$ cat config.mk
export PLATFORM = sky130hd
export DESIGN_NAME = barrel_read_sequencer
export DESIGN_NICKNAME = d
export VERILOG_FILES = /design/src/rtl/barrel_read_sequencer.sv
export SDC_FILE = /design/constraint.sdc
export NUM_CORES = 1
export LEC_CHECK = 0
export CAP_MARGIN = 10
export CORE_ASPECT_RATIO = 1.75
export CORE_MARGIN = 2
export CORE_UTILIZATION = 48
export DETAILED_ROUTE_END_ITERATION = 10
export GPL_ROUTABILITY_DRIVEN = 0
export HOLD_SLACK_MARGIN = 0.06
export PLACE_DENSITY_LB_ADDON = 0.2
export SETUP_SLACK_MARGIN = 0.4
export SYNTH_ARGS = -nofsm -noshare
export SYNTH_HDL_FRONTEND = slang
export SYNTH_SLANG_ARGS = --single-unit
$ cat constraint.sdc
create_clock -name clk -period 2.05 [get_ports clk]
set_input_delay 0.41 -clock clk [delete_from_list [all_inputs] [get_ports clk]]
set_output_delay 0.41 -clock clk [all_outputs]
set_load 0.01 [all_outputs]
$ cat src/rtl/barrel_read_sequencer.sv
// Read-side sequencer for the barrel projection buffer: issues source coordinates,
// tracks the fixed buffer read latency and emits an AXI-Stream video frame.
//   state | meaning
//   IDLE  | waiting for start
//   FILL  | frame started, waiting for the buffer to hold enough rows
//   RUN   | issuing coordinates, one per output pixel
//   DRAIN | last coordinate issued, emptying the read pipeline
//   DONE  | one-cycle frame_done pulse
module barrel_read_sequencer #(
  parameter int OUT_WIDTH  = 1080,
  parameter int OUT_HEIGHT = 960,
  parameter int SRC_WIDTH  = 1080,
  parameter int SRC_HEIGHT = 960,
  parameter int LATENCY    = 2
) (
  input  logic        clk,
  input  logic        reset,
  input  logic        start,
  output logic        busy,
  output logic        frame_done,
  input  logic [11:0] S_Coord_X,
  input  logic [11:0] S_Coord_Y,
  input  logic        S_Coord_Valid,
  output logic        S_Coord_Ready,
  output logic [11:0] Math_X,
  output logic [11:0] Math_Y,
  input  logic        Math_Ready,
  output logic        Mem_Out_Ready,
  input  logic [15:0] Mem_Out_Data,
  output logic [15:0] M_AXIS_Data,
  output logic        M_AXIS_Valid,
  input  logic        M_AXIS_Ready,
  output logic        M_AXIS_Last,
  output logic        M_AXIS_User,
  output logic [15:0] Underrun_Count
);

  typedef enum logic [2:0] {IDLE, FILL, RUN, DRAIN, DONE} state_t;

  // Stage 0 lines up with the Math_X/Math_Y register; the remaining LATENCY
  // stages follow the buffer's own read pipeline, so the last stage matches Mem_Out_Data.
  localparam int NS = LATENCY + 1;
  localparam logic [11:0] X_LAST = 12'(OUT_WIDTH - 1);
  localparam logic [11:0] Y_LAST = 12'(OUT_HEIGHT - 1);
  localparam logic [11:0] SX_MAX = 12'(SRC_WIDTH - 1);
  localparam logic [11:0] SY_MAX = 12'(SRC_HEIGHT - 1);

  state_t state, state_nxt;
  logic [11:0] x, y;
  logic [NS-1:0] stg_valid, stg_last, stg_user, stg_oob;
  logic adv, issue, coord_oob, frame_end_px, drain_done;

  assign adv          = M_AXIS_Ready | ~stg_valid[NS-1];
  assign issue        = adv & S_Coord_Valid & Math_Ready & (state == RUN);
  assign coord_oob    = (S_Coord_X > SX_MAX) | (S_Coord_Y > SY_MAX);
  assign frame_end_px = (x == X_LAST) && (y == Y_LAST);
  assign drain_done   = stg_valid[NS-1] & M_AXIS_Ready & ~(|stg_valid[NS-2:0]);

  assign busy          = (state != IDLE);
  assign frame_done    = (state == DONE);
  assign S_Coord_Ready = issue;
  assign Mem_Out_Ready = adv & (issue | (|stg_valid));
  assign M_AXIS_Valid  = stg_valid[NS-1];
  assign M_AXIS_Last   = stg_last[NS-1];
  assign M_AXIS_User   = stg_user[NS-1];
  assign M_AXIS_Data   = stg_oob[NS-1] ? 16'h0000 : Mem_Out_Data;

  always_ff @(posedge clk or negedge reset) begin
    if (!reset) state <= IDLE;
    else        state <= state_nxt;
  end

  always_comb begin
    state_nxt = state;
    case (state)
      IDLE:    if (start) state_nxt = FILL;
      FILL:    if (Math_Ready) state_nxt = RUN;
      RUN:     if (issue && frame_end_px) state_nxt = DRAIN;
      DRAIN:   if (drain_done) state_nxt = DONE;
      DONE:    state_nxt = IDLE;
      default: state_nxt = IDLE;
    endcase
  end

  always_ff @(posedge clk or negedge reset) begin
    if (!reset) begin
      x              <= '0;
      y              <= '0;
      Math_X         <= '0;
      Math_Y         <= '0;
      stg_valid      <= '0;
      stg_last       <= '0;
      stg_user       <= '0;
      stg_oob        <= '0;
      Underrun_Count <= '0;
    end else begin
      if (state == IDLE && start) begin
        x <= '0;
        y <= '0;
      end else if (issue) begin
        if (x == X_LAST) begin
          x <= '0;
          y <= (y == Y_LAST) ? 12'd0 : y + 12'd1;
        end else begin
          x <= x + 12'd1;
        end
      end

      if (issue) begin
        Math_X <= (S_Coord_X > SX_MAX) ? SX_MAX : S_Coord_X;
        Math_Y <= (S_Coord_Y > SY_MAX) ? SY_MAX : S_Coord_Y;
      end

      // Flags freeze with the output under backpressure, keeping them aligned to the buffer.
      if (adv) begin
        stg_valid <= {stg_valid[NS-2:0], issue};
        stg_last  <= {stg_last[NS-2:0],  issue & (x == X_LAST)};
        stg_user  <= {stg_user[NS-2:0],  issue & (x == 12'd0) & (y == 12'd0)};
        stg_oob   <= {stg_oob[NS-2:0],   issue & coord_oob};
      end

      if (state == RUN && !Math_Ready && S_Coord_Valid && Underrun_Count != 16'hFFFF)
        Underrun_Count <= Underrun_Count + 16'd1;
    end
  end

endmodule

* Word-level counts from Yosys, hierarchy flattened *
Cells that the tools add are included.

word-level totals
  register bits = 79
  bits of input ports = 46
  output and inout bits = 63
  word-level logic and storage cells = 73

operators by class
  add/sub/neg operators = 3
  $lt $le $gt $ge = 2
  equality and inequality tests = 11
  muxes and demuxes = 15
  bitwise gates (word level) = 15
  reduce and logical (&&, ||, !) cells = 17

operators by type and width
  kind                                                   count
  two-way mux 12 bit                                     9
  adder 12 x 1 -> 12 bit (second input constant)         2
  zero test 12 bit                                       2
  adder 16 x 1 -> 16 bit (second input constant)         1
  two-way mux 16 bit                                     1
  inequality test 16 bit (second input constant)         1
  == test 12 x 10 -> 1 bit (second input constant)       1
  == test 12 x 11 -> 1 bit (second input constant)       1
  > comparator 12 x 10 -> 1 bit (second input constant)  1
  > comparator 12 x 11 -> 1 bit (second input constant)  1
  two-way mux 3 bit                                      4
  one-hot mux 3 bit (4 select lines)                     1
  AND 1 bit                                              10
  == test 3 x 2 -> 1 bit (second input constant)         2
  logical AND 1 bit                                      6
  inequality test 2 bit (second input constant)          3
  AND reduction 4 bit                                    1
  nonzero test 2 bit                                     2
  == test 3 x 1 -> 1 bit (second input constant)         1
  == test 3 bit (second input constant)                  1
  zero test 3 bit                                        1
  OR 1 bit                                               3
  nonzero test 3 bit                                     1
  OR reduction 3 bit                                     1
  other kinds (5)                                        6

* Logic depth before layout (Yosys ltp) *
  depth after elaboration = 8
  mapped depth = 7
  depth with buffers taken out = 5

* Least setup slack after synthesis *
Ideal clock, no wire load.

  path type = register to output
  start = register state[1]
  end = output Mem_Out_Ready
  data arrival time = 1.564 ns
  data required time = 1.640 ns
  path slack = 0.076 ns
  cell stages (with the launch flop) = 7
  path buffers = 3
  cell sequence = dfrtp_1 buf_2 and4bb_2 nand3_1 clkbuf_1 clkbuf_1 a21oi_1

between the ends
  cells in the longest elaborated chain, start to end = 4

ends and longest elaborated chain
  what                    line  source
  start, declared         48    state_t state, state_nxt;
  start signal, assigned  70    else state <= state_nxt;
  == test 3 x 2 -> 1 bit  54    assign issue = adv & S_Coord_Valid & Math_Ready & (state == RUN);
  AND 1 bit               54
  OR 1 bit                62    assign Mem_Out_Ready = adv & (issue | (|stg_valid));
  AND 1 bit               62
  end, declared           28    output logic Mem_Out_Ready,

No other way between the ends.

* Worst setup path after layout *
  start = register state[0]
  end = register y[6]

between the ends
  cells in the longest elaborated chain, start to end = 4

ends and longest elaborated chain
  what                                                              line    source
  == test 3 x 2 -> 1 bit / zero test 3 bit (equally long branches)  54, 97
  AND 1 bit / logical AND 1 bit (equally long branches)             54, 97
  nonzero test 2 bit (no line)                                      -
  AND reduction 2 bit (no line)                                     -
  end signal, assigned                                              103     y <= (y == Y_LAST) ? 12'd0 : y + 12'd1;
  end, declared                                                     49      logic [11:0] x, y;

Parallel ways exist; a longest one is shown, timed or not.
A chain may end at the register's enable or synchronous reset.

==> impl_metrics.prom <==
# TYPE chip_impl_metric gauge
chip_impl_metric{name="tritoncts.num_buffers",unit=""} 9
chip_impl_metric{name="max-clock-path-buffers",unit=""} 2
chip_impl_metric{name="timing.max_slew.rel_slack",unit=""} 0.663
chip_impl_metric{name="synth.yosys.seq_area_share",unit=""} 0.501
chip_impl_metric{name="share_comb_of_total_power",unit=""} 0.389
chip_impl_metric{name="ant_nets",unit=""} 0
chip_impl_metric{name="postSynthNetCount",unit=""} 457
chip_impl_metric{name="clkSlewWorstSetupHoldPaths",unit="ns"} 0.06
chip_impl_metric{name="hold_violations",unit=""} 0
chip_impl_metric{name="grt_max_degree",unit=""} 40
chip_impl_metric{name="period_minus_slack",unit="ns"} 1.91
chip_impl_info{name="rsz_0062_raised_after_global_routing",value="true"} 1
chip_impl_metric{name="cap_viol_max_count",unit=""} 0
chip_impl_metric{name="switchingPower",unit="uW"} 1860
chip_impl_metric{name="layout-drive-gt1-share",unit=""} 0.306
chip_impl_metric{name="dp.cells",unit=""} 619
chip_impl_info{name="path_class",value="reg -> reg"} 1
chip_impl_metric{name="post_layout_utilization_of_the_core",unit=""} 0.805
chip_impl_info{name="mostFrequentLayoutCells",value="74 x sky130_fd_sc_hd__dfrtp_1, 64 x sky130_fd_sc_hd__buf_4, 57 x sky130_fd_sc_hd__nand2_1"} 1
chip_impl_metric{name="tightestPinTransition",unit="ns"} 0.506
chip_impl_metric{name="power.density_cell_area",unit="nW/um^2"} 895
chip_impl_metric{name="number_of_ports_placed_on_the_die_boundary",unit=""} 109
chip_impl_info{name="ys_top_cells_by_area",value="sky130_fd_sc_hd__dfrtp_1 50%, sky130_fd_sc_hd__nand2_1 5.8%, sky130_fd_sc_hd__nand4_1 3.2%, sky130_fd_sc_hd__o22a_1 3.1%, sky130_fd_sc_hd__nor2b_1 2.9%"} 1
chip_impl_info{name="run_status",value="complete, no violations"} 1
chip_impl_metric{name="chipWidth",unit="um"} 72.5
chip_impl_metric{name="required",unit="ns"} 2.32
chip_impl_metric{name="initialDrtViolationCount",unit=""} 337
chip_impl_metric{name="num_rows",unit=""} 43
chip_impl_info{name="setup.worst_path.end_class",value="flip-flop"} 1
chip_impl_metric{name="setup-violations-final",unit=""} 0
chip_impl_metric{name="max_freq",unit="MHz"} 525
chip_impl_metric{name="h-tree-depth",unit=""} 3
chip_impl_metric{name="worstSkewPairLatency",unit="ns"} 0.34
chip_impl_metric{name="routedWlPerCell",unit="um"} 19.0
chip_impl_metric{name="areaGrowthSynthToFinish",unit="%"} 62.5
chip_impl_metric{name="totalPowerFinal",unit="uW"} 5740
chip_impl_info{name="ys_dominant_reg_cell",value="sky130_fd_sc_hd__dfrtp_1"} 1
chip_impl_metric{name="power.share.sequential",unit=""} 0.365
chip_impl_metric{name="antenna_cells",unit=""} 0
chip_impl_metric{name="synth_top_area_frac",unit=""} 0.501
chip_impl_info{name="synth_area_leader_cell",value="sky130_fd_sc_hd__dfrtp_1"} 1
chip_impl_metric{name="clockPowerShare",unit=""} 0.246
chip_impl_metric{name="grt-ovfl-total",unit=""} 0
chip_impl_metric{name="design.die.area",unit="sq um"} 8990
chip_impl_metric{name="portBuffers",unit=""} 108
chip_impl_metric{name="syn_inst",unit=""} 406
chip_impl_metric{name="detailed_place_hpwl",unit="mm"} 7.60
chip_impl_metric{name="synth_seq_cells",unit=""} 79
chip_impl_metric{name="timing_max_transition_violations_final",unit=""} 0
chip_impl_info{name="final_common_cell",value="sky130_fd_sc_hd__dfrtp_1"} 1
chip_impl_info{name="cts_tree",value="yes"} 1
chip_impl_metric{name="yosys.cell_types.count",unit=""} 46
chip_impl_metric{name="syn-cell-area",unit="sq um"} 3940
chip_impl_metric{name="first_global_vias",unit=""} 4134
chip_impl_metric{name="num_vias",unit=""} 4168
chip_impl_metric{name="synth_async_sr_flop_share",unit=""} 1.00
chip_impl_metric{name="critPathMaxFanout",unit=""} 14
chip_impl_metric{name="die_h",unit="um"} 124
chip_impl_metric{name="clock_sinks",unit=""} 79
chip_impl_metric{name="p_sw_frac",unit=""} 0.324
chip_impl_metric{name="fillers",unit=""} 469
chip_impl_metric{name="detailedRoute.firstPassIterationCount",unit=""} 5
chip_impl_metric{name="grt.total_usage",unit=""} 0.276
chip_impl_metric{name="route.detailed.drc",unit=""} 0
chip_impl_metric{name="fin_crit_sh",unit=""} 0.929
chip_impl_metric{name="synthesis.area_per_instance",unit="sq um"} 9.71
chip_impl_metric{name="post_route_insts_no_fill",unit=""} 682
chip_impl_metric{name="vdd_ir_drop_max",unit="V"} 0.000806
chip_impl_info{name="cts_root_buffer",value="sky130_fd_sc_hd__clkbuf_16"} 1
chip_impl_metric{name="synth_edf_count",unit=""} 0
chip_impl_metric{name="detail_route.vias_per_cell",unit=""} 6.11
chip_impl_metric{name="drt-total-wl",unit="mm"} 13.0
chip_impl_metric{name="initial_util",unit=""} 0.495
chip_impl_info{name="startpoint_type",value="flip-flop"} 1
chip_impl_metric{name="first_pass_grt_wire_length",unit="mm"} 19.2
chip_impl_metric{name="final.setup_skew",unit="ns"} 0.00655
chip_impl_metric{name="layout.nets",unit=""} 640
chip_impl_info{name="worst_hold_path_type",value="in -> async"} 1
chip_impl_metric{name="internal_power",unit="uW"} 3880
chip_impl_metric{name="static-leakage-power",unit="uW"} 0.00302
chip_impl_metric{name="critPathArrivalTime",unit="ns"} 2.17
chip_impl_metric{name="antenna_violations_before_repair",unit=""} 0
chip_impl_metric{name="synth.yosys.warnings",unit=""} 0
chip_impl_metric{name="design.core.area",unit="sq um"} 7960
[power by group through the flow]
stage / Clock [uW] / Combinational [uW] / Sequential, uW
finish: 1410 / 2230 / 2090
global route: 1490 / 2400 / 2130
CTS: 1410 / 2100 / 2080
detailed placement: 0 / 1910 / 2140
global placement: 0 / 1870 / 2130
floorplan: 0 / 753 / 2220
[cells in the mapped netlist (6+ instances only)]
cell type / instances
sky130_fd_sc_hd__o21ai_0: 18
sky130_fd_sc_hd__nand3_1: 15
sky130_fd_sc_hd__inv_1: 10
sky130_fd_sc_hd__nor2_1: 12
sky130_fd_sc_hd__clkbuf_1: 13
sky130_fd_sc_hd__a21oi_1: 14
sky130_fd_sc_hd__nor3_1: 11
sky130_fd_sc_hd__or4_1: 6
sky130_fd_sc_hd__o31ai_1: 9
sky130_fd_sc_hd__dfrtp_1: 79
sky130_fd_sc_hd__xnor2_1: 11
sky130_fd_sc_hd__nor2b_1: 18
sky130_fd_sc_hd__and2_1: 7
sky130_fd_sc_hd__or3_1: 9
sky130_fd_sc_hd__nor4_1: 9
sky130_fd_sc_hd__o22a_1: 14
sky130_fd_sc_hd__nand4_1: 20
sky130_fd_sc_hd__nand2_1: 61
[metrics by stage]
stage / setup WS (ns) / TNS, ns / hold slack, ns / area (sq um)
after global routing: 0.0824 / 0 / 0.0776 / 6410
after detailed placement: -0.379 / -6.34 / 0.422 / 5400
after floorplan: 0.203 / 0 / 0.114 / 4060
final: 0.145 / 0 / 0.0396 / 6410
after CTS: 0.172 / 0 / 0.0621 / 6100
after global placement: -0.377 / -5.32 / 0.414 / 5400
[cell type report]
type,instances,area [sq um],area share
clock inverter,2,10.0,0.00156
clock buffer,12,236,0.0369
inverter,11,43.8,0.00683
sequential,79,1980,0.310
tap,90,113,0.0176
multi-input combinational,299,2230,0.347
timing repair buffer,189,1800,0.280
[worst max-delay path: stages, from the launching register on]
cell and delay [ns]:
sky130_fd_sc_hd__dfrtp_1 0.39, sky130_fd_sc_hd__and4bb_2 0.35, sky130_fd_sc_hd__nand3_4 0.11, sky130_fd_sc_hd__buf_4 0.18, sky130_fd_sc_hd__buf_12 0.15, sky130_fd_sc_hd__or4b_4 0.53
sky130_fd_sc_hd__a21oi_2 0.13
[repair_timing]
item | in CTS | in global routing
setup endpoints to repair | 104 | 100
pin swaps | 23 | 31
resized for setup | 144 | 77
hold buffers | 0 | 0
gates cloned | 3 | 0
setup buffers | 31 | 15
[cells by family after synthesis]
logic type,Yosys count,synth area share
simple gates,193,0.269
fa+ha+maj,5,0.0159
compound gates,82,0.141
buf+inv,28,0.0292
xor+xnor,16,0.0355
flops,79,0.501
mux,3,0.00825
[path summary, 6_finish.rpt]
path / startpoint / end / slack, ns / cells past startpoint
setup reg to reg: state[0]$_DFFE_PN0P_ / y[6]$_DFFE_PN0P_ / 0.14 / 6
max in group asynchronous: reset / y[11]$_DFFE_PN0P_ / 1.41 / 2
min in group clk: S_Coord_X[6] / Math_X[6]$_DFFE_PN0P_ / 0.38 / 2
hold reg to reg: stg_oob[1]$_DFFE_PN0N_ / stg_oob[1]$_DFFE_PN0N_ / 0.47 / 2
hold / removal: reset / Underrun_Count[15]$_DFFE_PN0P_ / 0.04 / 1
setup / recovery: state[0]$_DFFE_PN0P_ / y[6]$_DFFE_PN0P_ / 0.14 / 6
[metal layers]
layer,global-route usage,wire length (um)
met5,0,0
met4,0.156,642
met3,0.0631,733
met2,0.498,7230
met1,0.289,4370
[sequential cells by signal (all words and copies together) (netlist names)]
| signal | count |
|---|---|
| Math_X | 12 |
| stg_last | 3 |
| Underrun_Count | 16 |
| state | 3 |
| stg_valid | 3 |
| Math_Y | 12 |
| stg_user | 3 |
| stg_oob | 3 |
| y | 12 |
| x | 12 |
Note: power is estimated with default switching activity, not from simulation.
